**src/rtl/soc_reset_ctrl.sv**
```systemverilog
// soc_reset_ctrl: button debounce, manualReset pulse stretcher, halt/restart FSM.
// Optional: SOC_RESET_CTRL_AUTO_RESTART_EN compiles in WAIT and auto restart.
module soc_reset_ctrl #(
  parameter int DEBOUNCE_CYCLES   = 16,
  parameter int RESET_HOLD_CYCLES = 8,
  parameter int RESTART_DELAY     = 32
) (
  input  logic       sysClock,
  input  logic       reset,
  input  logic       button_n,
  input  logic       halt,
  input  logic       auto_restart,
  output logic       manualReset,
  output logic       halted,
  output logic [7:0] restart_count
);

  localparam int DW = $clog2(DEBOUNCE_CYCLES + 1);
  localparam int HW = $clog2(RESET_HOLD_CYCLES + 1);
  localparam logic [DW-1:0] DMAX = DW'(DEBOUNCE_CYCLES - 1);
  localparam logic [HW-1:0] HMAX = HW'(RESET_HOLD_CYCLES - 1);

`ifdef SOC_RESET_CTRL_AUTO_RESTART_EN
  localparam int LW = $clog2(RESTART_DELAY + 1);
  localparam logic [LW-1:0] LMAX = LW'(RESTART_DELAY - 1);

  typedef enum logic [1:0] {
    ST_RESET, ST_RUN, ST_HALTED, ST_WAIT
  } state_t;

  logic [LW-1:0] dly_q, dly_d;
`else
  typedef enum logic [1:0] {
    ST_RESET, ST_RUN, ST_HALTED
  } state_t;

  logic unused_auto;
  assign unused_auto = auto_restart & (RESTART_DELAY > 0);
`endif

  state_t        state_q, state_d;
  logic [HW-1:0] hold_q, hold_d;
  logic          sync1_q, sync2_q;
  logic          deb_q, deb_d;
  logic [DW-1:0] dcnt_q, dcnt_d;
  logic          press_q, press_d;
  logic          mrst_q, halted_q;
  logic [7:0]    cnt_q;
  logic          entry;

  // Synchronizer and debounce registers; press is a registered pulse.
  always_ff @(posedge sysClock or negedge reset) begin
    if (!reset) begin
      sync1_q <= 1'b1;
      sync2_q <= 1'b1;
      deb_q   <= 1'b1;
      dcnt_q  <= '0;
      press_q <= 1'b0;
    end else begin
      sync1_q <= button_n;
      sync2_q <= sync1_q;
      deb_q   <= deb_d;
      dcnt_q  <= dcnt_d;
      press_q <= press_d;
    end
  end

  // Accept a new level only after it differed for the full window.
  always_comb begin
    deb_d   = deb_q;
    dcnt_d  = '0;
    press_d = 1'b0;
    if (sync2_q != deb_q) begin
      if (dcnt_q == DMAX) begin
        deb_d   = sync2_q;
        press_d = !sync2_q;
      end else begin
        dcnt_d = dcnt_q + 1'b1;
      end
    end
  end

  // Sequencer state and counters.
  always_ff @(posedge sysClock or negedge reset) begin
    if (!reset) begin
      state_q <= ST_RESET;
      hold_q  <= HMAX;
    end else begin
      state_q <= state_d;
      hold_q  <= hold_d;
    end
  end

`ifdef SOC_RESET_CTRL_AUTO_RESTART_EN
  // Restart delay counter.
  always_ff @(posedge sysClock or negedge reset) begin
    if (!reset) dly_q <= '0;
    else        dly_q <= dly_d;
  end
`endif

  // Next state; a press overrides everything, including halt.
  always_comb begin
    state_d = state_q;
    hold_d  = hold_q;
`ifdef SOC_RESET_CTRL_AUTO_RESTART_EN
    dly_d   = dly_q;
`endif
    unique case (state_q)
      ST_RESET: begin
        if (hold_q == '0) state_d = ST_RUN;
        else              hold_d  = hold_q - 1'b1;
      end
      ST_RUN: begin
        if (halt) state_d = ST_HALTED;
      end
      ST_HALTED: begin
`ifdef SOC_RESET_CTRL_AUTO_RESTART_EN
        if (auto_restart) begin
          state_d = ST_WAIT;
          dly_d   = LMAX;
        end
`endif
      end
`ifdef SOC_RESET_CTRL_AUTO_RESTART_EN
      ST_WAIT: begin
        if (!auto_restart) begin
          state_d = ST_HALTED;
        end else if (dly_q == '0) begin
          state_d = ST_RESET;
          hold_d  = HMAX;
        end else begin
          dly_d = dly_q - 1'b1;
        end
      end
`endif
      default: begin
        state_d = ST_RESET;
        hold_d  = HMAX;
      end
    endcase
    if (press_q) begin
      state_d = ST_RESET;
      hold_d  = HMAX;
    end
  end

  assign entry = (state_d == ST_RESET) && (state_q != ST_RESET);

  // Registered outputs derived from the next state.
  always_ff @(posedge sysClock or negedge reset) begin
    if (!reset) begin
      mrst_q   <= 1'b1;
      halted_q <= 1'b0;
      cnt_q    <= '0;
    end else begin
      mrst_q   <= (state_d == ST_RESET);
      halted_q <= (state_d != ST_RESET) && (state_d != ST_RUN);
      if (entry && cnt_q != 8'hFF) cnt_q <= cnt_q + 8'd1;
    end
  end

  assign manualReset   = mrst_q;
  assign halted        = halted_q;
  assign restart_count = cnt_q;

endmodule

```
**config.mk**
```make
export PLATFORM = sky130hd
export DESIGN_NAME = soc_reset_ctrl
export DESIGN_NICKNAME = d
export VERILOG_FILES = /design/src/rtl/soc_reset_ctrl.sv
export SDC_FILE = /design/constraint.sdc
export NUM_CORES = 1
export LEC_CHECK = 0
export ABC_AREA = 1
export CAP_MARGIN = 20
export CORE_MARGIN = 5
export CORE_UTILIZATION = 35
export DETAILED_ROUTE_END_ITERATION = 8
export PLACE_DENSITY = 0.53
export SLEW_MARGIN = 20
export SYNTH_ARGS = -nofsm -noshare
export SYNTH_HDL_FRONTEND = slang
export SYNTH_SLANG_ARGS = --single-unit
```
**constraint.sdc**
```tcl
create_clock -name sysClock -period 1.7 [get_ports sysClock]
set_input_delay 0.255 -clock sysClock [delete_from_list [all_inputs] [get_ports sysClock]]
set_output_delay 0.255 -clock sysClock [all_outputs]
set_load 0.05 [all_outputs]
```
==> results of run 1 <==
## Yosys cell counts, drive strengths merged
| master | number | area share |
|---|---|---|
| a21oi | 3 | 0.014 |
| a22oi | 1 | 0.0057 |
| dfrtp | 18 | 0.34 |
| dfstp | 7 | 0.14 |
| ha | 8 | 0.076 |
| inv | 26 | 0.074 |
| nand2 | 47 | 0.15 |
| nand3 | 6 | 0.027 |
| nand4 | 3 | 0.019 |
| nor2 | 20 | 0.070 |
| nor3 | 1 | 0.0038 |
| nor4 | 1 | 0.0048 |
| o21ai | 5 | 0.019 |
| or2 | 2 | 0.0095 |
| xnor2 | 4 | 0.027 |
| xor2 | 3 | 0.020 |
## layer usage
metal	vias to the layer above	wire [µm]
li1	515	-
met3	2	80
met5	-	0
met2	12	1070
met4	0	19
met1	423	1130
## power by group
group	leakage (nW)	total (mW)	internal (mW)	switching (mW)
Sequential	0.307	0.867	0.752	0.115
Clock	0.0217	0.349	0.166	0.184
Combinational	0.455	1.01	0.335	0.678
## state kept, by name, indices dropped and copies added (netlist names)
signal	flops
restart_count	8
dcnt_q	5
hold_q	4
state_q	2
deb_q	1
halted	1
manualReset	1
press_q	1
sync1_q	1
sync2_q	1
## repair_timing
action,in CTS,in global routing
endpoints found under the setup margin,7,9
setup buffers,1,3
pin swaps,4,8
hold endpoints to repair,0,0
resized for setup,3,14
## worst paths after layout
| check | from | end | slack, ns | depth (start not counted) |
|---|---|---|---|---|
| setup / recovery | state_q[1] | restart_count[2] | 0.11 | 9 |
| hold / removal | reset | dcnt_q[1] | 0.35 | 2 |
| setup reg to reg | state_q[1] | restart_count[2] | 0.11 | 9 |
| hold reg to reg | sync1_q | sync2_q | 0.36 | 0 |
| max in group asynchronous | reset | manualReset | 1.06 | 2 |
| min in group sysClock | sync1_q | sync2_q | 0.36 | 0 |
## cell type report
cell class                      count  share of cell area
Timing Repair Buffer               18              0.0881
Tap cell                           48              0.0371
Inverter                           26              0.0603
Multi-Input combinational cell    104               0.392
Clock buffer                        3              0.0255
Sequential cell                    25               0.393
Clock inverter                      1             0.00464
## logic make-up after synthesis
group                      synth area share
adders and majority gates            0.0761
xor gates and xnor gates             0.0466
buffers and inverters                0.0742
AOI/OAI and AO/OA                    0.0390
DFF                                   0.482
and+or+nand+nor                       0.282
==> reports/metrics.cfg, run 1 <==
[outcome]
result_of_the_run=completed

[timing]
holdWs_ns=0.346
clock.fmax_ghz=0.630
relSlewSlack=0.761
finalSetupTns_ns=0
min_period_over_period=0.934
final-max-slew-violation-count=0
hold_viol_final=0
tightestPinTransition_ns=0.355
final_critical_path_setup_slack_ns=0.112
timing.clock.skew_ns=0.00246
setup_violations=0
timing.final.crit_period_ns=1.59

[detailed_routing]
remaining_routing_drc_violations=0
vias=952
drt_pass1_iterations=4
antenna_violating_nets_post_route=0
wirelength_mm=2.30
vias_per_cell=4.23
route.detailed.wl_per_inst_um=10.2
drt_iter0_drc=46

[cts]
cts_htree_levels=1
clock_insertion_delay_worst_skew_ns=0.26
ctsRootBufferMaster=sky130_fd_sc_hd__clkbuf_8
clock_tree_from_tritoncts=done
ctsLongestPathBuffers=2
numCtsBuffers=3
cts-hold-fix-buffers=0
clock_pin_slew_reported_for_the_worst_setup_and_hold_paths_after_clock_tree_synthesis_ns=0.09
clock_sinks=25

[floorplanning]
area_of_the_die_mm2=0.00508
die_width_um=71.3
chipHeight_um=71.3
row_count=22
initial_core_util=0.359
top_level_ports=15
coreArea_mm2=0.00366

[critical_path]
path_delay_family=simple AND/OR/NAND/NOR gates
crit_required_ns=1.86
timing.critical_path.slowest_cell_delay_ns=0.46
cp-end-kind=flip-flop
timing.critical_path.cells=ha_1 -> or2_1 -> a21oi_2 -> nand2_4 -> buf_4 -> nand2_1 -> inv_2 -> nand3_1 -> nand2_1
cp.buffers_inverters=2
cp_data_arrival_time_ns=1.75
critical_path.startpoint_type=flip-flop
path_class=reg -> reg
critPathSlowestCell=sky130_fd_sc_hd__dfrtp_2
critPathMaxFanout=6
critPathMostFrequentCell=sky130_fd_sc_hd__nand2_1

[global_routing]
antenna_violations_before_repair=0
grt_max_degree=26
grt_use_total=0.0990
global_route_wire_length_before_repair_mm=4.11
grt.busiest_layer=met2
grt_overflow=0
met3_usage=0.0196
met2_usage=0.157
via_count_of_the_first_global_routing_pass=977
grt.met1_usage=0.133

[pwr]
static-leakage-power_nw=0.784
maximum_vdd_drop_mv=1.03
power_per_cell_area_mw_per_mm2=1380
total_power_mw=2.23

[cells_and_area]
finish.cell_count_without_fillers=225
final_util=0.442
most_frequent_cells_in_the_layout=sky130_fd_sc_hd__nand2_1, sky130_fd_sc_hd__inv_1, sky130_fd_sc_hd__nor2_1, sky130_fd_sc_hd__dfrtp_1, sky130_fd_sc_hd__buf_4
final_nets=191
multiInputGateArea_um2=634
mostFrequentLayoutCell=sky130_fd_sc_hd__nand2_1
fill_cells=340
num_antenna_cells=0
cell_area_after_layout_mm2=0.00162
areaGrowthSynthToFinish_pct=23.1
ff_latch_area_um2=636
drive_gt1_frac=0.294

[min_path]
min_path_type=in -> async

[job]
drv_cap=0

[placed_design]
dp.final_hpwl_mm=1.64
finalWeightedCongestion=0.775
placement.io_buffers=13
post-place-ws_ns=-0.0189
place.detailed.instances=217
dpl_cell_area_mm2=0.00149

[synthesis]
ys_ff_latch=25
seq_area_frac_synth=0.482
syn-cell-area_mm2=0.00132
synth_fp_nets=168
syn_avg_cell_area_um2=8.48
synthesis.yosys.warnings=0
synth.distinct_cells=25
cells_after_synth=155

Note: power is estimated with default switching activity, not from simulation.
==> inputs of run 2 (changes only) <==
--- a/config.mk
+++ b/config.mk
@@ -9,6 +9,7 @@
 export CAP_MARGIN = 20
 export CORE_MARGIN = 5
 export CORE_UTILIZATION = 35
+export CTS_BUF_LIST = sky130_fd_sc_hd__clkbuf_2 sky130_fd_sc_hd__clkbuf_4 sky130_fd_sc_hd__clkbuf_8
 export DETAILED_ROUTE_END_ITERATION = 8
 export PLACE_DENSITY = 0.53
 export SLEW_MARGIN = 20
==> results of run 2 <==
The final DEF is identical to that of run 1; final timing and power are the same.
==> inputs of run 3 (changes only) <==
--- a/config.mk
+++ b/config.mk
@@ -11,8 +11,10 @@
 export CORE_UTILIZATION = 35
 export CTS_BUF_LIST = sky130_fd_sc_hd__clkbuf_2 sky130_fd_sc_hd__clkbuf_4 sky130_fd_sc_hd__clkbuf_8
 export DETAILED_ROUTE_END_ITERATION = 8
-export PLACE_DENSITY = 0.53
+export DONT_BUFFER_PORTS = 1
+export PLACE_DENSITY = 0.48
 export SLEW_MARGIN = 20
 export SYNTH_ARGS = -nofsm -noshare
 export SYNTH_HDL_FRONTEND = slang
 export SYNTH_SLANG_ARGS = --single-unit
+export TNS_END_PERCENT = 30
==> run 3 against run 2 <==
Effect of this change: worst setup slack worse by 0.0067 ns; total power decreased by 3.1%; global-route usage increased by 0.17 points; flip-flop and latch count is the same; cell count shrank 2.2%; critical path depth is 1 higher; wire length rose by 0.44%; combinational power fell by 13%; worst hold slack better by 0.012 ns; clock power rose by 2%; critical endpoint unchanged; largest power group is now sequential cells.
==> reports/metrics.cfg, run 3 (same netlist as run 1, synthesis figures left out) <==
[floorplanning]
top_level_ports=15  ; unchanged
area_of_the_die_mm2=0.00508  ; unchanged
chipHeight_um=71.3  ; unchanged
row_count=22  ; unchanged
die_width_um=71.3  ; unchanged
initial_core_util=0.359  ; unchanged
coreArea_mm2=0.00366  ; unchanged

[cts]
clock_insertion_delay_worst_skew_ns=0.27  ; was 0.26 ns
cts_htree_levels=1  ; unchanged
ctsLongestPathBuffers=2  ; unchanged
numCtsBuffers=3  ; unchanged
clock_pin_slew_reported_for_the_worst_setup_and_hold_paths_after_clock_tree_synthesis_ns=0.09  ; about the same
ctsRootBufferMaster=sky130_fd_sc_hd__clkbuf_8  ; unchanged
clock_sinks=25  ; unchanged
clock_tree_from_tritoncts=done  ; unchanged

[timing]
tightestPinTransition_ns=0.449  ; was 0.355 ns
relSlewSlack=0.701  ; was 0.761
timing.clock.skew_ns=0.00487  ; was 0.00246 ns
timing.final.crit_period_ns=1.59  ; about the same
clock.fmax_ghz=0.627  ; was 0.630 GHz
setup_violations=0  ; unchanged
finalSetupTns_ns=0  ; unchanged
hold_viol_final=0  ; unchanged
min_period_over_period=0.938  ; was 0.934
final-max-slew-violation-count=0  ; unchanged

[pwr]
part_of_the_total_power_dissipated_in_combinational_logic=0.406  ; was 0.454
total_power_mw=2.16  ; was 2.23 mW
net-switching-power_uw=951  ; was 977 µW
static-leakage-power_nw=0.769  ; was 0.784 nW
power.sequential.fraction=0.428  ; was 0.389
netSwitchingFraction=0.440  ; was 0.438
power.clock.fraction=0.165  ; was 0.157
internal_power_mw=1.21  ; was 1.25 mW
maximum_vdd_drop_mv=0.341  ; was 1.03 mV
power_per_cell_area_mw_per_mm2=1380  ; about the same

[min_path]
min_path_type=reg -> reg  ; was in -> async
hold_path_startpoint=sync1_q
hold_path_end=sync2_q
whs_path_depth=0

[critical_path]
path_class=reg -> reg  ; unchanged
reg2reg_depth=10  ; was 9
critPathMaxFanout=5  ; was 6
cp.buffers_inverters=3  ; was 2
crit_required_ns=1.87  ; was 1.86 ns
critPathMostFrequentCell=sky130_fd_sc_hd__nand2_1  ; unchanged
cp-end-kind=flip-flop  ; unchanged
critical_path.reg2reg.endpoint=restart_count[2]  ; unchanged
worstReg2RegStart=state_q[0]  ; was state_q[1]
path_delay_family=flip-flops  ; was simple AND/OR/NAND/NOR gates
r2r_slack_ns=0.11  ; about the same
critPathSlowestCell=sky130_fd_sc_hd__dfrtp_1  ; was sky130_fd_sc_hd__dfrtp_2
timing.critical_path.slowest_cell_delay_ns=0.42  ; was 0.46 ns
critical_path.startpoint_type=flip-flop  ; unchanged
timing.critical_path.cells=inv_1 -> ha_2 -> nor2_1 -> a21oi_2 -> nand2_4 -> buf_4 -> nand2_1 -> inv_2 -> nand3_1 -> nand2_1  ; was ha_1 -> or2_1 -> a21oi_2 -> nand2_4 -> buf_4 -> nand2_1 -> inv_2 -> nand3_1 -> nand2_1
cp_data_arrival_time_ns=1.76  ; was 1.75 ns

[global_routing]
grt_overflow=0  ; unchanged
antenna_violations_before_repair=0  ; unchanged
grt_use_total=0.101  ; was 0.0990
grt_max_degree=26  ; unchanged
global_route_wire_length_before_repair_mm=4.17  ; was 4.11 mm
via_count_of_the_first_global_routing_pass=955  ; was 977

[detailed_routing]
antenna_violating_nets_post_route=0  ; unchanged
wirelength_mm=2.31  ; was 2.30 mm
route.detailed.wl_per_inst_um=10.5  ; was 10.2 µm
drt_pass1_iterations=4  ; unchanged
remaining_routing_drc_violations=0  ; unchanged
drt_iter0_drc=48  ; was 46
vias_per_cell=4.43  ; was 4.23
vias=974  ; was 952

[placed_design]
placement.io_buffers=0  ; was 13
finalWeightedCongestion=0.753  ; was 0.775
dp.final_hpwl_mm=1.73  ; was 1.64 mm
dpl_cell_area_mm2=0.00144  ; was 0.00149 mm²

[cells_and_area]
largest_register_ffs=8  ; unchanged
cell_area_after_layout_mm2=0.00156  ; was 0.00162 mm²
num_antenna_cells=0  ; unchanged
most_frequent_cells_in_the_layout=sky130_fd_sc_hd__nand2_1, sky130_fd_sc_hd__inv_1, sky130_fd_sc_hd__nor2_1, sky130_fd_sc_hd__dfrtp_1, sky130_fd_sc_hd__buf_4  ; unchanged
mostFrequentLayoutCell=sky130_fd_sc_hd__nand2_1  ; unchanged
final_nets=186  ; was 191
final_util=0.427  ; was 0.442
drive_gt1_frac=0.250  ; was 0.294
areaGrowthSynthToFinish_pct=18.9  ; was 23.1%

[outcome]
result_of_the_run=completed  ; unchanged

[job]
drv_cap=0  ; unchanged

run 3: cell count changes in the layout (fill, tap and decap cells not counted), sizes merged:
cell,previous run,this run
buf,15,11
clkinv,0,1
dlygate4sd3,0,2
clkinvlp,1,0
clkdlybuf4s50,3,0
run 3: routing by layer:
metal  vias up  track usage  part of all wire
li1        506            -                 -
met4         0       0.0376            0.0074
met1       453        0.137              0.49
met3         2       0.0266             0.041
met2        13        0.153              0.46
met5         -            0                 0
run 3: what timing repair did:
item,CTS,global route
hold buffers,3,0
gates cloned,0,0
setup endpoints to repair,1,10
buffers inserted,0,1
hold endpoints to repair,26,0
pin swaps,0,5
gates resized for setup,1,9
run 3: cell type report:
cell class | count | area [µm²]
fillers | 355 | 2100
clock buffers | 3 | 41.3
flip-flops and latches | 25 | 636
inverters | 26 | 97.6
repair buffers | 13 | 115
well taps | 48 | 60.1
clock inverters | 1 | 5.00
multi-input cells | 104 | 609
run 3: how the worst max path moves through the flow:
| stage | start | to | slack, ns | cells past startpoint |
|---|---|---|---|---|
| 6_report | state_q[0] | restart_count[2] | 0.11 | 10 |
| 5_1_grt | state_q[0] | restart_count[2] | -0.005 | 10 |
| 4_1_cts | hold_q[0] | restart_count[7] | 0.02 | 11 |
| 3_3_place_gp | hold_q[0] | restart_count[5] | 0.05 | 10 |
| 2_1_floorplan | hold_q[0] | restart_count[4] | 0.19 | 10 |
| 3_5_place_dp | hold_q[0] | restart_count[4] | 0.02 | 10 |
run 3: power by group through the flow:
stage	Combinational (mW)	Clock, mW	Sequential [mW]
2_1_floorplan	0.436	0	1.10
3_3_place_gp	0.793	0	0.931
3_5_place_dp	0.810	0	0.936
4_1_cts	0.852	0.379	0.924
5_1_grt	0.995	0.397	0.944
6_report	0.877	0.357	0.925
run 3: metrics by stage:
step | hold WS, ns | setup slack [ns] | cells
2_1_floorplan | -0.0406 | 0.186 | 155
3_3_place_gp | -0.0398 | 0.0462 | 212
3_5_place_dp | -0.0397 | 0.0156 | 212
4_1_cts | 0.361 | 0.0185 | 219
5_1_grt | 0.366 | -0.00534 | 220
6_report | 0.359 | 0.105 | 220
